`src/rtl/reg_bank_arbiter_pkg.sv`:
```
// reg_bank_arbiter_pkg: register bank bus types, response tag and field widths
package reg_bank_arbiter_pkg;
    localparam int REG_SEL_W = 3;
    localparam int REG_DATA_W = 32;
    localparam logic REG_MODE_READ = 1'b0;
    localparam logic REG_MODE_WRITE = 1'b1;
    typedef struct packed {
        logic [REG_DATA_W-1:0] data;
        logic [REG_SEL_W-1:0] sel;
        logic mode;
    } reg_in_bus_t;
    typedef struct packed {
        logic valid;
        logic [2:0] id;
    } rsp_tag_t;
endpackage

```
`src/rtl/reg_bank_arbiter_if.sv`:
```
// reg_bank_arbiter_if: requester-side request/response bundle of the bank arbiter
interface reg_bank_arbiter_if #(parameter int NUM_REQ = 3);
    import reg_bank_arbiter_pkg::*;
    logic [NUM_REQ-1:0] req_valid;
    logic [NUM_REQ-1:0] req_write;
    logic [NUM_REQ-1:0] req_ready;
    logic [NUM_REQ*REG_SEL_W-1:0] req_sel;
    logic [NUM_REQ*REG_DATA_W-1:0] req_data;
    logic [NUM_REQ-1:0] rsp_valid;
    logic [REG_DATA_W-1:0] rsp_data;
    modport master(output req_valid, req_write, req_sel, req_data, input req_ready, rsp_valid, rsp_data);
    modport slave(input req_valid, req_write, req_sel, req_data, output req_ready, rsp_valid, rsp_data);
endinterface

```
`src/rtl/reg_bank_arbiter_rr_arbiter.sv`:
```
// rr_arbiter: one-hot round-robin grant; the pointer moves past the winner on advance
module rr_arbiter #(parameter int N = 3) (
    input  logic         clk,
    input  logic         reset,
    input  logic [N-1:0] req,
    input  logic         advance,
    output logic [N-1:0] grant
);
    localparam int PW = $clog2(N);
    logic [PW-1:0] ptr, ptr_next;
    int idx;
    // scan from farthest to nearest offset so the nearest valid requester wins
    always_comb begin
        grant = '0;
        ptr_next = ptr;
        idx = 0;
        for (int k = N - 1; k >= 0; k--) begin
            idx = int'(ptr) + k;
            idx = idx >= N ? idx - N : idx;
            if (req[idx]) begin
                grant = '0;
                grant[idx] = 1'b1;
                ptr_next = idx == N - 1 ? '0 : PW'(idx + 1);
            end
        end
    end
    always_ff @(posedge clk or negedge reset)
        if (!reset) ptr <= '0;
        else if (advance) ptr <= ptr_next;
endmodule

```
`src/rtl/reg_bank_arbiter.sv`:
```
// reg_bank_arbiter: round-robin shares the single-ported register bank, one access per cycle,
// registered bank bus and a tag pipeline that routes read data back to its requester
module reg_bank_arbiter
    import reg_bank_arbiter_pkg::*;
#(
    parameter int NUM_REQ = 3,
    parameter int READ_LAT = 1
) (
    input  logic                  clk,
    input  logic                  reset,
    reg_bank_arbiter_if.slave     req,
    output reg_in_bus_t           bank_bus,
    input  logic [REG_DATA_W-1:0] bank_q
);
    logic [NUM_REQ-1:0] grant;
    logic hs;
    reg_in_bus_t issue;
    logic [2:0] gid;
    rsp_tag_t [READ_LAT-1:0] tags;
    rr_arbiter #(.N(NUM_REQ)) u_rr (
        .clk(clk),
        .reset(reset),
        .req(req.req_valid),
        .advance(hs),
        .grant(grant)
    );
    assign req.req_ready = grant;
    assign hs = |grant;
    always_comb begin
        issue = '0;
        gid = '0;
        for (int i = 0; i < NUM_REQ; i++)
            if (grant[i]) begin
                issue = {req.req_data[i*REG_DATA_W +: REG_DATA_W], req.req_sel[i*REG_SEL_W +: REG_SEL_W], req.req_write[i]};
                gid = 3'(i);
            end
    end
    // idle cycles become harmless reads of the last register
    always_ff @(posedge clk or negedge reset)
        if (!reset) bank_bus <= '0;
        else if (hs) bank_bus <= issue;
        else bank_bus.mode <= REG_MODE_READ;
    always_ff @(posedge clk or negedge reset)
        if (!reset) tags <= '0;
        else begin
            tags[0] <= '{valid: hs && issue.mode != REG_MODE_WRITE, id: gid};
            for (int i = 1; i < READ_LAT; i++) tags[i] <= tags[i-1];
        end
    always_ff @(posedge clk or negedge reset)
        if (!reset) begin
            req.rsp_valid <= '0;
            req.rsp_data <= '0;
        end else begin
            req.rsp_valid <= tags[READ_LAT-1].valid ? NUM_REQ'(1) << tags[READ_LAT-1].id : '0;
            if (tags[READ_LAT-1].valid) req.rsp_data <= bank_q;
        end
endmodule

```
`src/flat_wrapper.sv`:
```
// flat-port wrapper written by rule: the top's interface ports become plain ports
module reg_bank_arbiter_flat import reg_bank_arbiter_pkg::*;
#(
    parameter int NUM_REQ = 3,
    parameter int READ_LAT = 1
)
  (clk, reset, bank_bus, bank_q, req_req_valid, req_req_write, req_req_sel, req_req_data, req_req_ready, req_rsp_valid, req_rsp_data);
  reg_bank_arbiter_if #(.NUM_REQ(NUM_REQ)) req_i ();
  input  logic clk;
  input  logic reset;
  output reg_in_bus_t bank_bus;
  input  logic [REG_DATA_W-1:0] bank_q;
  input wire logic [$bits(req_i.req_valid)-1:0] req_req_valid;
  input wire logic [$bits(req_i.req_write)-1:0] req_req_write;
  input wire logic [$bits(req_i.req_sel)-1:0] req_req_sel;
  input wire logic [$bits(req_i.req_data)-1:0] req_req_data;
  output wire logic [$bits(req_i.req_ready)-1:0] req_req_ready;
  output wire logic [$bits(req_i.rsp_valid)-1:0] req_rsp_valid;
  output wire logic [$bits(req_i.rsp_data)-1:0] req_rsp_data;
  assign req_i.req_valid = req_req_valid;
  assign req_i.req_write = req_req_write;
  assign req_i.req_sel = req_req_sel;
  assign req_i.req_data = req_req_data;
  assign req_req_ready = req_i.req_ready;
  assign req_rsp_valid = req_i.rsp_valid;
  assign req_rsp_data = req_i.rsp_data;
  reg_bank_arbiter #(.NUM_REQ(NUM_REQ), .READ_LAT(READ_LAT)) u_core (.clk(clk), .reset(reset), .req(req_i), .bank_bus(bank_bus), .bank_q(bank_q));
endmodule
```
`config.mk`:
```
export PLATFORM = sky130hd
export DESIGN_NAME = reg_bank_arbiter_flat
export DESIGN_NICKNAME = d
export VERILOG_FILES = /design/src/rtl/reg_bank_arbiter_pkg.sv /design/src/rtl/reg_bank_arbiter_if.sv /design/src/rtl/reg_bank_arbiter_rr_arbiter.sv /design/src/rtl/reg_bank_arbiter.sv /design/src/flat_wrapper.sv
export SDC_FILE = /design/constraint.sdc
export NUM_CORES = 1
export LEC_CHECK = 0
export ABC_AREA = 1
export CAP_MARGIN = 20
export CELL_PAD_IN_SITES_DETAIL_PLACEMENT = 1
export CELL_PAD_IN_SITES_GLOBAL_PLACEMENT = 2
export CORE_MARGIN = 1
export CORE_UTILIZATION = 21
export DETAILED_ROUTE_END_ITERATION = 10
export HOLD_SLACK_MARGIN = 0.03
export PLACE_DENSITY_LB_ADDON = 0.3
export SLEW_MARGIN = 20
export SYNTH_ARGS = -nofsm -noshare
export SYNTH_HDL_FRONTEND = slang
export SYNTH_SLANG_ARGS = --single-unit
```
`constraint.sdc`:
```
create_clock -name clk -period 2.6 [get_ports clk]
set_input_delay 0.39 -clock clk [delete_from_list [all_inputs] [get_ports clk]]
set_output_delay 0.39 -clock clk [all_outputs]
set_load 0.01 [all_outputs]
```
# ---- Word level (Yosys, flattened, before mapping)
# Cells that the tools add are included.
dict set report totals {
  register_bits 77
  inputBits 145
  out_inout_bits 74
  word_cells 71
}
dict set report classes {
  bitwise 1
  addsub 8
  eq_ne 3
  n_lt_le_gt_ge 9
  muxes 34
  shift 1
  reduce_logical 7
}
# cell n
set ops {}
lappend ops {{$mux 36} 3}
lappend ops {{$eq 32x3->1 const B} 3}
lappend ops {{$ge 32x1->1 const B} 3}
lappend ops {{$lt 32x4->1 const B} 3}
lappend ops {{$mux 32} 3}
lappend ops {{$ge 32x3->1 const B} 1}
lappend ops {{$sub 32x3->32 const B} 1}
lappend ops {{$mux 3} 5}
lappend ops {{$mux 2} 6}
lappend ops {{$mux 1} 11}
lappend ops {{$add 2x2->2 const B} 3}
lappend ops {{$bmux 1 s2} 3}
lappend ops {{$demux 1 s2} 3}
lappend ops {{$logic_and 1x1->1} 4}
lappend ops {{$sub 3x2->4 const B} 1}
lappend ops {{$add 2x1->3 const B} 1}
lappend ops {{$add 2x2->3 const B} 1}
lappend ops {{$ge 3x2->1 const B} 1}
lappend ops {{$reduce_bool 3->1} 1}
lappend ops {{$reduce_or 3->1} 1}
lappend ops {{$shl 1x3->3 const A} 1}
lappend ops {{$sub 2x2->3 const B} 1}
lappend ops {{$ge 2x2->1 const B} 1}
lappend ops {{$reduce_and 2->1} 1}
lappend ops {{$not 1->1} 1}

# ---- Longest topological paths before layout
# Gate-level depths: netlist of the first run.
dict set report logic_depth {
  ltp_word 15
  mapped_depth 16
}

# ---- Hierarchy
# From an unflattened synthesis of the first run, not the netlist that was laid out.
dict set report hier_totals {
  hier_cells 491
  hier_area_um2 3961.3
}
# mod cells_each area_per_inst_um2 instances seq_area_each_um2
set modules_own_cells {}
lappend modules_own_cells {reg_bank_arbiter 431 3574.7 1 1851.8}
lappend modules_own_cells {rr_arbiter 60 386.6 1 50.0}

# ---- Worst setup path before layout of the first run
# Ideal clock, no wire load.
dict set report synth_timing {
  path_kind {reg2out}
  start {register u_core.u_rr.ptr[0]}
  end {output port req_req_ready[2]}
  path_stages_with_launch 11
  slack_ns 0.442
  arrival_time_ns 1.768
  t_required_ns 2.210
  path_cell_list {dfrtp_1 > inv_1 > ha_1 > o21ai_1 > nand2_2 > nand2_1 > nand3_1 > o21ai_2 > buf_4 > clkbuf_8 > buf_4}
}
dict set report synth_via {
  elab_chain_cells 10
  word_cells_on_any_way 38
  classes_between {add/sub: 5; order compare: 9; mux: 21; reduce/logical: 3}
}
# item line
set synth_lines {}
lappend synth_lines {{start: declaration} reg_bank_arbiter_rr_arbiter.sv:10} ;# logic [PW-1:0] ptr, ptr_next;
lappend synth_lines {{start signal: assignment} reg_bank_arbiter_rr_arbiter.sv:29} ;# else if (advance) ptr <= ptr_next;
lappend synth_lines {{$add 2x2->3} reg_bank_arbiter_rr_arbiter.sv:18} ;# idx = int'(ptr) + k;
lappend synth_lines {{$sub 32x3->32 / $ge 32x3->1 (equally long branches)} reg_bank_arbiter_rr_arbiter.sv:19} ;# idx = idx >= N ? idx - N : idx;
lappend synth_lines {{$mux 32} reg_bank_arbiter_rr_arbiter.sv:19}
lappend synth_lines {{$ge 32x1->1 (implied by the code) / $lt 32x4->1 (equally long branches)} reg_bank_arbiter_rr_arbiter.sv:22} ;# grant[idx] = 1'b1;
lappend synth_lines {{$logic_and 1x1->1 (implied by the code)} reg_bank_arbiter_rr_arbiter.sv:22}
lappend synth_lines {{$mux 1 (implied by the code)} reg_bank_arbiter_rr_arbiter.sv:22}
lappend synth_lines {{$demux 1 s2} reg_bank_arbiter_rr_arbiter.sv:22}
lappend synth_lines {{$mux 3 (2 in series)} reg_bank_arbiter_rr_arbiter.sv:20} ;# if (req[idx]) begin
lappend synth_lines {{$mux 3 (*)} reg_bank_arbiter_rr_arbiter.sv:20}
lappend synth_lines {{end: declaration} flat_wrapper.sv:17} ;# output wire logic [$bits(req_i.req_ready)-1:0] req_req_ready;
# Every way passes the cells marked *; elsewhere a longest branch is shown, timed or not. The select of a mux whose other input is x is not followed.

# ---- Worst setup path after layout of the first run
# Ends and elaborated chain as after synthesis.

==> impl_metrics.py, run 1 <==
metrics = {
    "pwr": {
        "power_per_cell_area_nw_per_um2": 1636,
        "power.leakage_uw": 0.003225,
        "ir_worst_vdd_v": 0.0008641,
    },
    "timing": {
        "worst_slew_margin_rel_pct": 34.21,
        "hold_viol_final": 0,
        "period_share_pct": 94.81,
        "drv_slew": 0,
        "setup_viol": 0,
        "holdWs_ns": 0.04425,
        "timing.clock.skew_ns": 0.009857,
        "finalCriticalPeriod_ns": 2.465,
        "maxClockFrequency_ghz": 0.4057,
        "max_slew.worst_pin.slew_ns": 0.9807,
        "rsz0062_at_grt": "false",
    },
    "final_layout": {
        "most_common_cell_after_layout_fill_and_taps_aside": "sky130_fd_sc_hd__nand2_1",
        "finish.utilization_pct": 35.54,
        "finalNetCount": 920,
        "area_growth_pct": 63.74,
        "final_layout_size_suffix_gt1_share_pct": 12.76,
        "most_frequent_cells_in_the_layout": "sky130_fd_sc_hd__nand2_1 (225), sky130_fd_sc_hd__clkdlybuf4s50_1 (214), sky130_fd_sc_hd__dfrtp_1 (76)",
        "antenna_cells_inserted": 0,
    },
    "yosys": {
        "synth_largest_type_area_fraction_pct": 44.59,
        "async_reset_ff_share_pct": 100.0,
        "synthDistinctLibCells": 32,
        "synth-edff-count": 0,
        "yosysSeqAreaShare_pct": 44.59,
        "netlist_instances": 558,
        "synthesis.area_um2": 4265,
        "average_cell_area_after_synthesis_um2": 7.644,
        "synth_fp_nets": 707,
        "synth_top_area_cell": "sky130_fd_sc_hd__dfrtp_1",
        "ys_dominant_reg_cell": "sky130_fd_sc_hd__dfrtp_1",
        "yosys_warn_count": 0,
        "post_synth_main_area_contributors": "sky130_fd_sc_hd__dfrtp_1 (45%), sky130_fd_sc_hd__nand2_1 (20%), sky130_fd_sc_hd__nand3_1 (8.2%), sky130_fd_sc_hd__nor2_1 (5.9%), sky130_fd_sc_hd__nand2_2 (5.0%)",
        "ys_ff_latch": 76,
    },
    "floorplan": {
        "core_area_um2": 19650,
        "num_io_pins": 219,
        "initial_core_utilization_pct": 21.70,
        "dieWidth_um": 144.5,
        "die_area_um2": 20880,
        "placementRows": 51,
        "die_h_um": 144.5,
    },
    "detailed_routing": {
        "totalWireLength_mm": 16.14,
        "dr_total_vias": 4358,
        "drc_errors": 0,
        "drt-wirelength-per-cell_um": 15.51,
        "detailedRoute.firstPassIterationCount": 4,
        "viasPerCell": 4.186,
        "drt-initial-drc-count": 130,
        "final_antenna_net_count": 0,
    },
    "clocking": {
        "cts.sinks": 76,
        "postCtsHoldBufs": 0,
        "cts.clk_slew.worst_paths_ns": 0.06,
        "tritoncts_clock_tree": "built",
        "htree_levels": 3,
        "clk-insertion-delay-late_ns": 0.34,
        "cts_inserted_buffers": 9,
        "cts-root-to-sink-buffers": 2,
        "root_buffer": "sky130_fd_sc_hd__clkbuf_16",
    },
    "global_route": {
        "pin_count_of_the_biggest_net_entering_global_routing": 75,
        "via_count_of_the_first_global_routing_pass": 4568,
        "grt-ovfl-total": 0,
        "global_route_wire_length_before_repair_mm": 24.18,
        "track_usage_pct": 15.26,
        "antenna_found_initial": 1,
    },
    "setup_path": {
        "cp_cell_sequence": "inv_1 -> ha_4 -> o21ai_2 -> buf_4 -> nand3_1 -> nand3_1 -> o21ai_4 -> dlygate4sd2_1",
        "timing.critical_path.slowest_stage_cell": "sky130_fd_sc_hd__dfrtp_1",
        "worst-endpoint-required_ns": 2.21,
        "critical_path.endpoint_type": "primary output",
        "crit_path_max_fanout": 7,
        "crit_path_max_incr_delay_ns": 0.38,
        "arrival_ns": 2.08,
        "timing.critical_path.mode_cell": "sky130_fd_sc_hd__nand3_1",
        "regToRegSetupSlack_ns": 0.20,
        "setup.worst_path.start_class": "register",
        "cp_top_family": "buffers and inverters",
        "cp_num_buf_inv": 3,
        "path_class": "register to primary output",
    },
    "job": {
        "number_of_maximum_capacitance_violations": 0,
    },
    "worst_hold_path": {
        "timing.hold.worst.class": "input port to asynchronous set/reset pin",
    },
    "placed_design": {
        "routabilityCongestion": 0.7869,
        "number_of_input_and_output_port_buffers_inserted": 218,
        "hpwl_mm": 11.89,
    },
    "run_status": {
        "outcome": "finished clean",
    },
}
==> synthesized netlist by cell type, drive strengths merged, types with 3 or more instances <==
cell type,count
a21oi,3
buf,24
clkbuf,9
dfrtp,76
ha,4
inv,15
nand2,262
nand3,79
nor2,73
o21ai,7
==> state kept, by name, indices dropped and copies added, names as in the netlist <==
name                  cells
u_core.bank_bus          36
u_core.tags               3
u_core.req.rsp_valid      3
u_core.u_rr.ptr           2
u_core.req.rsp_data      32
==> per-stage QoR <==
stage / setup slack (ns) / setup TNS, ns / cell area, µm² / power [µW] / instances
2_1_floorplan: 0.4416 / 0 / 4265 / 7794 / 558
3_3_place_gp: 0.02859 / 0 / 6635 / 9979 / 1023
3_5_place_dp: -0.09415 / -0.2559 / 6635 / 10220 / 1023
4_1_cts: 0.05130 / 0 / 6969 / 11580 / 1040
5_1_grt: 0.008187 / 0 / 6984 / 12630 / 1041
6_report: 0.1349 / 0 / 6984 / 11430 / 1041
==> logic make-up after synthesis <==
kind of cell,count (synthesis),synth area share (%)
buffers and inverters,49,8.830
flip-flops,76,44.59
AND/OR/NAND/NOR,417,43.44
adder cells (fa/ha/maj),4,1.173
AO/OA/AOI/OAI,12,1.966
==> final timing paths <==
path                                         start                      end  cells past startpoint
worst max-delay path            u_core.u_rr.ptr[0]         req_req_ready[2]                      8
worst min-delay path                         reset      u_core.bank_bus[12]                      1
worst max register to register  u_core.u_rr.ptr[0]       u_core.u_rr.ptr[1]                     13
worst min register to register      u_core.tags[1]  u_core.req.rsp_valid[1]                      1
max in group asynchronous                    reset           u_core.tags[3]                      2
min in group clk                    u_core.tags[1]  u_core.req.rsp_valid[1]                      1
==> layout make-up <==
type                       instances  area [µm²]
inverter                          16       67.56
clock buffer                       9       225.2
multi-input combinational        434        2037
clock inverter                     7       73.82
sequential                        76        1902
tap                              265       331.6
fill                            2413       12670
timing repair buffer             234        2347
==> repair_timing <==
action / CTS / global route
pin swaps: 0 / 1
setup endpoints to repair: 11 / 20
setup buffers: 1 / 0
cloned: 0 / 1
resized for setup: 10 / 2
==> per-layer routing <==
layer  track usage [%]  share of wire (%)  vias up
met5                 0              0.068        -
met1             18.32                 43     2040
met2             26.01                 47      141
met3             4.470                8.1       12
li1                  -                  -     2163
met4             4.875                1.1        2
==> power by group <==
group	total, µW	leakage, µW	internal [µW]	switching, µW
clock network	1280	0.000146	749	527
registers	2210	0.000921	1870	339
logic	7940	0.00216	3230	4710
total	11400	0.00323	5850	5580
Power figures use the tool's default switching activity.
==> run 2: changes to the inputs <==
ABC_AREA = 0   (was 1)
CORE_UTILIZATION = 23   (was 21)
GPL_ROUTABILITY_DRIVEN = 0   (was default)
PLACE_DENSITY = 0.82   (was default)
PLACE_DENSITY_LB_ADDON = default   (was 0.3)
==> impl_metrics.py, run 2 <==
metrics = {
    "run_status": {
        "outcome": "finished clean",
    },
    "timing": {
        "finalCriticalPeriod_ns": 2.474,
        "setup_viol": 0,
        "max_slew.worst_pin.slew_ns": 0.9728,
        "maxClockFrequency_ghz": 0.4042,
        "period_share_pct": 95.15,
        "worst_slew_margin_rel_pct": 35.15,
        "hold_viol_final": 0,
        "timing.clock.skew_ns": 0.007000,
        "rsz0062_at_grt": "false",
        "holdWs_ns": 0.2175,
        "drv_slew": 0,
    },
    "pwr": {
        "power_per_cell_area_nw_per_um2": 1386,
        "power.leakage_uw": 0.002916,
        "ir_worst_vdd_v": 0.0005310,
    },
    "detailed_routing": {
        "final_antenna_net_count": 0,
        "drc_errors": 0,
        "totalWireLength_mm": 13.31,
        "dr_total_vias": 3547,
        "drt-wirelength-per-cell_um": 16.87,
        "viasPerCell": 4.496,
        "detailedRoute.firstPassIterationCount": 4,
        "drt-initial-drc-count": 88,
    },
    "setup_path": {
        "crit_path_max_fanout": 6,
        "worst_setup_endpoint": "req_req_ready[2]",
        "critical_path.startpoint": "u_core.u_rr.ptr[1]",
        "crit_path_max_incr_delay_ns": 0.41,
        "cp_cell_sequence": "inv_2 -> ha_4 -> and2b_2 -> buf_4 -> mux2i_4 -> buf_4 -> o22ai_4 -> inv_2 -> clkbuf_2",
        "setup.worst_path.start_class": "register",
        "timing.critical_path.slowest_stage_cell": "sky130_fd_sc_hd__dfrtp_1",
        "reg2regPathDepth": 10,
        "path_class": "register to primary output",
        "timing.rr.start": "u_core.u_rr.ptr[0]",
        "regToRegSetupSlack_ns": 0.15,
        "worst-endpoint-required_ns": 2.21,
        "arrival_ns": 2.08,
        "critical_path.endpoint_type": "primary output",
        "regToRegEndpoint": "u_core.tags[3]",
    },
    "yosys": {
        "yosysSeqAreaShare_pct": 48.01,
        "synth-edff-count": 0,
        "ys_ff_latch": 76,
        "synth_top_area_cell": "sky130_fd_sc_hd__dfrtp_1",
        "most_used_standard_cell_by_instance_count_after_synthesis": "sky130_fd_sc_hd__dfrtp_1",
        "yosys_warn_count": 0,
        "post_synth_main_area_contributors": "sky130_fd_sc_hd__dfrtp_1 (48%), sky130_fd_sc_hd__mux2i_1 (9.9%), sky130_fd_sc_hd__o211ai_2 (9.5%), sky130_fd_sc_hd__mux2_2 (9.4%), sky130_fd_sc_hd__nand3_1 (4.5%)",
        "netlist_instances": 335,
        "average_cell_area_after_synthesis_um2": 11.82,
        "async_reset_ff_share_pct": 100.0,
        "synth_largest_type_area_fraction_pct": 48.01,
        "synth_fp_nets": 484,
        "synthesis.area_um2": 3961,
        "synthDistinctLibCells": 41,
        "synth_common_cells": "sky130_fd_sc_hd__dfrtp_1 (76), sky130_fd_sc_hd__nand2_1 (40), sky130_fd_sc_hd__mux2i_1 (39), sky130_fd_sc_hd__nand3_1 (36), sky130_fd_sc_hd__mux2_2 (33)",
        "ys_dominant_reg_cell": "sky130_fd_sc_hd__dfrtp_1",
    },
    "floorplan": {
        "dieWidth_um": 133.2,
        "die_h_um": 133.2,
        "initial_core_utilization_pct": 23.72,
        "die_area_um2": 17750,
        "core_area_um2": 16700,
        "placementRows": 47,
        "num_io_pins": 219,
    },
    "final_layout": {
        "antenna_cells_inserted": 0,
        "finalNetCount": 713,
        "most_common_cell_after_layout_fill_and_taps_aside": "sky130_fd_sc_hd__clkdlybuf4s50_1",
        "final_layout_size_suffix_gt1_share_pct": 22.85,
        "nFillCells": 1820,
        "reg.largest.list": "u_core.bank_bus: 36 flops, u_core.req.rsp_data: 32 flops",
        "final_cell_area_um2": 6882,
        "area_growth_pct": 73.72,
        "area_of_the_multi_input_gates_um2": 1943,
        "sequential_cell_area_um2": 1902,
        "max_reg_flops": 36,
        "most_frequent_cells_in_the_layout": "sky130_fd_sc_hd__clkdlybuf4s50_1 (214), sky130_fd_sc_hd__dfrtp_1 (76), sky130_fd_sc_hd__nand2_1 (38)",
        "max_flop_register": "u_core.bank_bus",
    },
    "clocking": {
        "clk-insertion-delay-late_ns": 0.33,
        "cts_inserted_buffers": 9,
        "htree_levels": 3,
        "cts.clk_slew.worst_paths_ns": 0.06,
        "cts-root-to-sink-buffers": 2,
        "postCtsHoldBufs": 0,
        "cts.sinks": 76,
        "tritoncts_clock_tree": "built",
        "root_buffer": "sky130_fd_sc_hd__clkbuf_16",
    },
    "global_route": {
        "antenna_found_initial": 0,
        "pin_count_of_the_biggest_net_entering_global_routing": 77,
        "grt-ovfl-total": 0,
        "track_usage_pct": 15.23,
        "via_count_of_the_first_global_routing_pass": 4024,
        "global_route_wire_length_before_repair_mm": 20.88,
    },
    "placed_design": {
        "number_of_input_and_output_port_buffers_inserted": 218,
        "hpwl_mm": 10.05,
        "place_area_um2": 6469,
    },
    "worst_hold_path": {
        "timing.hold.worst.class": "input port to asynchronous set/reset pin",
    },
    "job": {
        "number_of_maximum_capacitance_violations": 0,
    },
}
-- run 2: metal layers --
layer  part of all wire, %  track usage [%]  wire, µm
met1                    40            17.07      5315
met2                    51            27.84      6850
met3                   7.4            4.262       981
met4                   1.2            4.672       161
met5                     0                0         0
-- run 2: cell type report --
class / instances / share of cell area (%)
Sequential cell: 76 / 27.64
Tap cell: 220 / 4.000
Clock inverter: 6 / 1.382
Multi-Input combinational cell: 224 / 28.24
Inverter: 8 / 0.4364
Clock buffer: 10 / 3.327
Timing Repair Buffer: 245 / 34.98
-- run 2: worst min path at each step --
stage / to / cells past startpoint
after floorplan: u_core.bank_bus[0] / 0
after global placement: u_core.req.rsp_valid[0] / 1
after detailed placement: u_core.req.rsp_valid[0] / 1
after CTS: u_core.req.rsp_data[7] / 1
after global routing: u_core.req.rsp_data[11] / 1
final: u_core.req.rsp_data[7] / 1
-- run 2: stage by stage --
| stage | TNS [ns] | util, % | worst slack (ns) | total power, µW | instances |
|---|---|---|---|---|---|
| finish | 0 | 41.20 | 0.1262 | 9537 | 789 |
| detailed placement | -1.847 | 38.73 | -0.1731 | 8169 | 771 |
| global route | 0 | 41.20 | 0.01422 | 10210 | 789 |
| CTS | -0.01510 | 40.98 | -0.01510 | 9630 | 789 |
| global placement | -0.3138 | 38.73 | -0.1003 | 7998 | 771 |
| floorplan | 0 | - | 0.2327 | 5658 | 335 |
-- run 2: where the power goes --
| part | total (µW) | internal (µW) | switching [µW] | leakage, µW |
|---|---|---|---|---|
| logic | 6050 | 3150 | 2910 | 0.00184 |
| clock network | 1360 | 851 | 510 | 0.000158 |
| registers | 2120 | 1810 | 311 | 0.000914 |
-- run 2: cells by family after synthesis --
| logic type | share of synthesized area, % |
|---|---|
| AO/OA/AOI/OAI | 13.17 |
| buffers and inverters | 5.054 |
| flip-flops | 48.01 |
| adder cells (fa/ha/maj) | 1.263 |
| multiplexers | 20.75 |
| AND/OR/NAND/NOR | 11.75 |
-- run 2: repair_timing --
item / in CTS / in global routing
gates resized for setup: 14 / 14
endpoints found under the setup margin: 39 / 34
pin swaps: 0 / 1
buffers inserted: 2 / 0
-- run 2: worst max-delay path, delay by kind of cell (launching register included) --
kind | cells | cell delay, ns
adders and majority gates | 1 | 0.18
muxes | 1 | 0.18
AOI/OAI and AO/OA | 1 | 0.07
buffers and inverters | 5 | 0.63
DFF | 1 | 0.41
and+or+nand+nor | 1 | 0.26
